$ cat src/rtl/vlog_tap_parser.sv
// TAP text-stream parser: one ASCII byte per cycle, tracks plan and ok/not ok results.
// Updates are visible the cycle after the committing byte; never backpressures (ready stays high after reset).
module vlog_tap_parser #(
  parameter int CNT_W = 16
) (
  input  logic             i_clk,
  input  logic             i_rst_n,
  input  logic             i_clr,
  input  logic [7:0]       i_in_data,
  input  logic             i_in_valid,
  output logic             o_in_ready,
  output logic             o_plan_valid,
  output logic [CNT_W-1:0] o_plan_count,
  output logic [CNT_W-1:0] o_tc_count,
  output logic [CNT_W-1:0] o_pass_count,
  output logic [CNT_W-1:0] o_fail_count,
  output logic             o_result_valid,
  output logic             o_result_ok,
  output logic [CNT_W-1:0] o_result_num,
  output logic             o_err_syntax,
  output logic             o_err_seq,
  output logic             o_err_plan,
  output logic             o_err_ovf,
  output logic             o_done,
  output logic             o_all_pass
);

  localparam int             AW    = CNT_W + 4;
  localparam logic [CNT_W-1:0] MAX = {CNT_W{1'b1}};

  localparam logic [7:0] CH_LF   = 8'h0A;
  localparam logic [7:0] CH_CR   = 8'h0D;
  localparam logic [7:0] CH_SP   = 8'h20;
  localparam logic [7:0] CH_HASH = 8'h23;
  localparam logic [7:0] CH_DOT  = 8'h2E;
  localparam logic [7:0] CH_ONE  = 8'h31;
  localparam logic [7:0] CH_K    = 8'h6B;
  localparam logic [7:0] CH_N    = 8'h6E;
  localparam logic [7:0] CH_O    = 8'h6F;
  localparam logic [7:0] CH_T    = 8'h74;

  typedef enum logic [3:0] {
    S_LINE_START, S_PLAN_D1, S_PLAN_D2, S_PLAN_NUM,
    S_NOT_O, S_NOT_T, S_NOT_SP, S_OK_O, S_OK_K, S_OK_SP,
    S_TC_NUM, S_SKIP, S_BAD
  } state_t;

  state_t           r_state;
  logic             r_in_ready;
  logic [CNT_W-1:0] r_acc;
  logic             r_have_digit;
  logic             r_neg;
  logic             r_plan_valid;
  logic [CNT_W-1:0] r_plan_count;
  logic [CNT_W-1:0] r_tc_count;
  logic [CNT_W-1:0] r_pass_count;
  logic [CNT_W-1:0] r_fail_count;
  logic             r_result_valid;
  logic             r_result_ok;
  logic [CNT_W-1:0] r_result_num;
  logic             r_err_syntax;
  logic             r_err_seq;
  logic             r_err_plan;
  logic             r_err_ovf;

  function automatic logic [CNT_W-1:0] sat_inc(input logic [CNT_W-1:0] v);
    return (v == MAX) ? v : v + CNT_W'(1);
  endfunction

  logic             w_accept;
  logic             w_is_lf;
  logic             w_is_sp;
  logic             w_is_digit;
  logic [AW-1:0]    w_acc_ext;
  logic             w_acc_ovf;
  logic [CNT_W-1:0] w_acc_next;
  logic [CNT_W:0]   w_tc_inc;
  logic [CNT_W-1:0] w_tc_next;
  state_t           w_bad_state;

  // CR is swallowed here so no state ever sees it.
  assign w_accept    = i_in_valid && r_in_ready && (i_in_data != CH_CR);
  assign w_is_lf     = (i_in_data == CH_LF);
  assign w_is_sp     = (i_in_data == CH_SP);
  assign w_is_digit  = (i_in_data >= 8'h30) && (i_in_data <= 8'h39);
  assign w_acc_ext   = {4'd0, r_acc} * AW'(10) + AW'(i_in_data[3:0]);
  assign w_acc_ovf   = (w_acc_ext > AW'(MAX));
  assign w_acc_next  = w_acc_ovf ? MAX : w_acc_ext[CNT_W-1:0];
  assign w_tc_inc    = {1'b0, r_tc_count} + (CNT_W+1)'(1);
  assign w_tc_next   = sat_inc(r_tc_count);
  // An unexpected LF already ends the line, so there is nothing left to skip.
  assign w_bad_state = w_is_lf ? S_LINE_START : S_BAD;

  always_ff @(posedge i_clk or negedge i_rst_n) begin
    if (!i_rst_n) begin
      r_state        <= S_LINE_START;
      r_in_ready     <= 1'b0;
      r_acc          <= '0;
      r_have_digit   <= 1'b0;
      r_neg          <= 1'b0;
      r_plan_valid   <= 1'b0;
      r_plan_count   <= '0;
      r_tc_count     <= '0;
      r_pass_count   <= '0;
      r_fail_count   <= '0;
      r_result_valid <= 1'b0;
      r_result_ok    <= 1'b0;
      r_result_num   <= '0;
      r_err_syntax   <= 1'b0;
      r_err_seq      <= 1'b0;
      r_err_plan     <= 1'b0;
      r_err_ovf      <= 1'b0;
    end else if (i_clr) begin
      r_state        <= S_LINE_START;
      r_in_ready     <= 1'b0;
      r_acc          <= '0;
      r_have_digit   <= 1'b0;
      r_neg          <= 1'b0;
      r_plan_valid   <= 1'b0;
      r_plan_count   <= '0;
      r_tc_count     <= '0;
      r_pass_count   <= '0;
      r_fail_count   <= '0;
      r_result_valid <= 1'b0;
      r_result_ok    <= 1'b0;
      r_result_num   <= '0;
      r_err_syntax   <= 1'b0;
      r_err_seq      <= 1'b0;
      r_err_plan     <= 1'b0;
      r_err_ovf      <= 1'b0;
    end else begin
      r_in_ready     <= 1'b1;
      r_result_valid <= 1'b0;
      if (w_accept) begin
        case (r_state)
          S_LINE_START: begin
            r_acc        <= '0;
            r_have_digit <= 1'b0;
            r_neg        <= (i_in_data == CH_N);
            case (i_in_data)
              CH_ONE:  r_state <= S_PLAN_D1;
              CH_O:    r_state <= S_OK_K;
              CH_N:    r_state <= S_NOT_O;
              CH_HASH: r_state <= S_SKIP;
              CH_LF:   r_state <= S_LINE_START;
              default: begin
                r_state      <= S_BAD;
                r_err_syntax <= 1'b1;
              end
            endcase
          end
          S_PLAN_D1, S_PLAN_D2: begin
            if (i_in_data == CH_DOT) begin
              r_state <= (r_state == S_PLAN_D1) ? S_PLAN_D2 : S_PLAN_NUM;
            end else begin
              r_state      <= w_bad_state;
              r_err_syntax <= 1'b1;
            end
          end
          S_PLAN_NUM: begin
            if (w_is_digit) begin
              r_acc        <= w_acc_next;
              r_have_digit <= 1'b1;
              if (w_acc_ovf) r_err_ovf <= 1'b1;
            end else if (w_is_lf && r_have_digit) begin
              r_state <= S_LINE_START;
              if (r_plan_valid) begin
                r_err_plan <= 1'b1;
              end else begin
                r_plan_valid <= 1'b1;
                r_plan_count <= r_acc;
              end
            end else begin
              r_state      <= w_bad_state;
              r_err_syntax <= 1'b1;
            end
          end
          S_NOT_O, S_NOT_T, S_NOT_SP, S_OK_O, S_OK_K, S_OK_SP: begin
            if      (r_state == S_NOT_O  && i_in_data == CH_O) r_state <= S_NOT_T;
            else if (r_state == S_NOT_T  && i_in_data == CH_T) r_state <= S_NOT_SP;
            else if (r_state == S_NOT_SP && w_is_sp)           r_state <= S_OK_O;
            else if (r_state == S_OK_O   && i_in_data == CH_O) r_state <= S_OK_K;
            else if (r_state == S_OK_K   && i_in_data == CH_K) r_state <= S_OK_SP;
            else if (r_state == S_OK_SP  && w_is_sp)           r_state <= S_TC_NUM;
            else begin
              r_state      <= w_bad_state;
              r_err_syntax <= 1'b1;
            end
          end
          S_TC_NUM: begin
            if (w_is_digit) begin
              r_acc        <= w_acc_next;
              r_have_digit <= 1'b1;
              if (w_acc_ovf) r_err_ovf <= 1'b1;
            end else if ((w_is_sp || w_is_lf) && r_have_digit) begin
              r_state        <= w_is_lf ? S_LINE_START : S_SKIP;
              r_tc_count     <= w_tc_next;
              r_result_valid <= 1'b1;
              r_result_ok    <= !r_neg;
              r_result_num   <= r_acc;
              if (r_neg) r_fail_count <= sat_inc(r_fail_count);
              else       r_pass_count <= sat_inc(r_pass_count);
              if ({1'b0, r_acc} != w_tc_inc) r_err_seq <= 1'b1;
              if (r_plan_valid && (w_tc_next > r_plan_count)) r_err_plan <= 1'b1;
            end else begin
              r_state      <= w_bad_state;
              r_err_syntax <= 1'b1;
            end
          end
          S_SKIP, S_BAD: begin
            if (w_is_lf) r_state <= S_LINE_START;
          end
          default: r_state <= S_LINE_START;
        endcase
      end
    end
  end

  assign o_in_ready     = r_in_ready;
  assign o_plan_valid   = r_plan_valid;
  assign o_plan_count   = r_plan_count;
  assign o_tc_count     = r_tc_count;
  assign o_pass_count   = r_pass_count;
  assign o_fail_count   = r_fail_count;
  assign o_result_valid = r_result_valid;
  assign o_result_ok    = r_result_ok;
  assign o_result_num   = r_result_num;
  assign o_err_syntax   = r_err_syntax;
  assign o_err_seq      = r_err_seq;
  assign o_err_plan     = r_err_plan;
  assign o_err_ovf      = r_err_ovf;
  assign o_done         = r_plan_valid && (r_tc_count == r_plan_count);
  assign o_all_pass     = o_done && (r_fail_count == '0) && !r_err_syntax &&
                          !r_err_seq && !r_err_plan && !r_err_ovf;

endmodule

$ cat config.mk
export PLATFORM = sky130hd
export DESIGN_NAME = vlog_tap_parser
export DESIGN_NICKNAME = d
export VERILOG_FILES = /design/src/rtl/vlog_tap_parser.sv
export SDC_FILE = /design/constraint.sdc
export NUM_CORES = 1
export LEC_CHECK = 0
export ABC_AREA = 1
export CAP_MARGIN = 10
export CELL_PAD_IN_SITES_DETAIL_PLACEMENT = 2
export CELL_PAD_IN_SITES_GLOBAL_PLACEMENT = 2
export CORE_ASPECT_RATIO = 1.25
export CORE_MARGIN = 4
export CORE_UTILIZATION = 33
export CTS_BUF_LIST = sky130_fd_sc_hd__clkbuf_4
export CTS_CLUSTER_DIAMETER = 40
export DETAILED_ROUTE_END_ITERATION = 6
export PLACE_DENSITY = 0.87
export SKIP_LAST_GASP = 1
export SYNTH_ARGS = -nofsm -noshare
export SYNTH_HDL_FRONTEND = slang
export SYNTH_SLANG_ARGS = --single-unit
$ cat constraint.sdc
create_clock -name i_clk -period 3.95 [get_ports i_clk]
set_clock_uncertainty 0.05 [all_clocks]
set_input_delay 0.79 -clock i_clk [delete_from_list [all_inputs] [get_ports i_clk]]
set_output_delay 0.79 -clock i_clk [all_outputs]
set_load 0.005 [all_outputs]
==> flow_summary.toml <==
[status]
outcome = "finished with violations"
violations = "negative setup slack"

[pwr]
p_total_uw = 2050
p_int_uw = 1370
p_sw_share_pct = 33.3
p_leak_uw = 0.00488
pwr-share-seq_pct = 56.5
ir_drop_uv = 127
p_sw_uw = 684
clockPowerShare_pct = 27.7
power_density_mw_per_mm2 = 203
comb_power_share_pct = 15.8

[yosys]
synth_compound_area_share_pct = 11.6
muxShareOfSynthArea_pct = 0.134
synth_area_per_cell_sq_um = 7.08
synthCells = 1184
seq_area_frac_synth_pct = 32.8
synth.distinct_cells = 54
ys.warnings.count = 0
async_flop_share_pct = 100
ys_ff_latch = 110
synth_flop_cell = "dfrtp_1"
yosys.area_share.simple_pct = 34.8
synth_top_family_by_area = "simple AND/OR/NAND/NOR gates"
synth_edf_count = 0
synth_xor_area_share_pct = 3.51
syn_area_sq_mm = 0.00838
synthAdderAreaFrac_pct = 8.09
syn_nets = 1249

[floorplanning]
die_area_sq_mm = 0.0280
die_y_um = 186
core_area_sq_mm = 0.0247
start_util_pct = 33.9
io_pins = 102
rows = 64
die_w_um = 151

[grt]
grt_max_degree = 67
antenna_found_initial = 2
grt_pass1_vias = 10100
overflow = 0
grt_use_total_pct = 25.3
grt_pass1_wl_mm = 55.5

[finish]
multi_input_area_sq_mm = 0.00491
layout.nets = 1372
regArea_sq_mm = 0.00276
drive_gt1_share_pct = 10.5
finalInstanceArea_sq_mm = 0.0101
final_cell_mix = "282 x nand2_1, 167 x inv_1, 108 x dfrtp_1"
nFillCells = 2936
syn2layout_area_growth_pct = 20.8
mostFrequentLayoutCell = "nand2_1"

[sta]
worst_slack_ps = -13.9
finalSetupViolCount = 1
fmax_ghz = 0.252
max_slew_margin_pct = 52.1
final.min_clock_period_ps = 3960
finalCritPeriodShare_pct = 100
slew_violations = 0
worstMarginPinSlew_ps = 709
hold_viol = 0

[route]
vias = 9078
drc = 0
ant_nets = 0
drt-pass1-iter-count = 5
wire_per_inst_um = 21.8
viasPerCell = 5.53
wl_mm = 35.8
drtIter0Drc = 549

[setup_path]
cp_slowest_cell = "clkdlybuf4s50_1"
critPathKind = "flip-flop to output pin"
path_max_fanout = 6
cp-end-kind = "output pin"
arrival_ps = 3120
slowest_delay_ps = 560
cp_num_buf_inv = 3
start_kind = "flip-flop"
critPathRequiredTime_ps = 3110
path_delay_family = "buffers and inverters"
worstPathCellList = "inv_1 > o22ai_1 > nor4_2 > nand4_1 > nor3_1 > buf_4 > nor4b_2 > clkdlybuf4s50_1"

[placed_design]
placement.io_buffers = 101
gp_congestion = 0.909
placed_cell_area_sq_mm = 0.00991
hpwl_mm = 28.3

[clock_network]
cts_sinks = 110
cts_buffers = 9
root_buffer = "clkbuf_4"
clkSlewWorstSetupHoldPaths_ps = 180
cts_hold_buf = 0
clock_latency_ps = 530
cts.htree.levels = 3
clock_path_buffers = 2
cts_tree = "yes"

[hold_path]
min_path_type = "primary input to async pin"

[run]
drv_cap = 0
routing by layer:
layer  GRT usage (%)  part of all wire (%)  wire length [um]  vias up
met1            29.5                    40             14300     4594
met3            3.13                   3.7              1320       95
met5               0                 0.036                13        -
met2            46.3                    52             18700      243
li1                -                     -                 -     4144
met4            11.2                   4.3              1540        2
path summary, 6_finish.rpt:
path | startpoint | depth (start not counted) | to | slack [ps]
setup / recovery | o_tc_count[5] | 8 | o_all_pass | -10
hold / removal | i_rst_n | 1 | o_tc_count[15] | 200
setup reg to reg | o_tc_count[0] | 21 | o_err_plan | 180
hold reg to reg | r_neg | 1 | o_result_ok | 450
max in group asynchronous | i_rst_n | 2 | o_tc_count[1] | 2830
min in group i_clk | r_neg | 1 | o_result_ok | 450
cell usage after synthesis, types with 9 or more instances:
cell type  instances  share of area (%)
a21oi_1           44                2.6
clkbuf_1           9               0.40
dfrtp_1          110                 33
ha_1              51                7.6
inv_1            169                7.6
nand2_1          282                 13
nand2_2           25                1.9
nand3_1          106                6.3
nand4_1           26                1.9
nor2_1            85                3.8
nor2_2            15                1.1
nor3_1            34                2.0
o21ai_0           74                4.4
o21ai_1           14               0.84
o22ai_1           15                1.1
xor2_1            29                3.0
per-stage QoR:
stage	instances	hold WS [ps]	setup TNS [ps]	setup slack [ps]	util, %
after floorplan	1184	387	0	916	-
after global placement	1620	405	-155	-155	40.1
after detailed placement	1620	426	-119	-119	40.1
after CTS	1639	202	0	24.2	40.7
after global routing	1643	245	-261	-160	40.9
final	1643	200	-13.9	-13.9	40.9
final cells by class:
class | count | area share (%)
timing repair buffer | 132 | 12.4
tap | 330 | 4.08
sequential | 110 | 27.2
clock buffer | 9 | 0.667
clock inverter | 7 | 0.494
multi-input combinational | 876 | 48.5
antenna | 1 | 0.0247
inverter | 178 | 6.60
kinds of logic (layout without fill, tap and decap cells):
family,count (synthesis),in the layout
and+or+nand+nor,618,618
buffers and inverters,198,326
AOI/OAI and AO/OA,172,172
DFF,110,110
adders and majority gates,53,53
xor gates and xnor gates,32,32
muxes,1,1
other,0,1
state kept, by name, indices dropped and copies added (netlist names), 4 cells and up:
name / cells
r_acc: 16
o_result_num: 16
r_state: 4
o_pass_count: 16
o_plan_count: 16
o_fail_count: 16
o_tc_count: 16
repair_timing:
item / CTS / global route
pin swaps: 1 / 1
resized for setup: 4 / 8
endpoints found under the setup margin: 2 / 2
cloned: 0 / 0
buffers inserted: 3 / 3
power groups by stage:
| stage | combinational [uW] | sequential [uW] | clock, uW |
|---|---|---|---|
| global route | 362 | 1170 | 615 |
| finish | 324 | 1160 | 569 |
| CTS | 325 | 1160 | 574 |
| floorplan | 176 | 1180 | 0 |
| global placement | 300 | 1180 | 0 |
| detailed placement | 314 | 1180 | 0 |
Power figures use the tool's default switching activity.
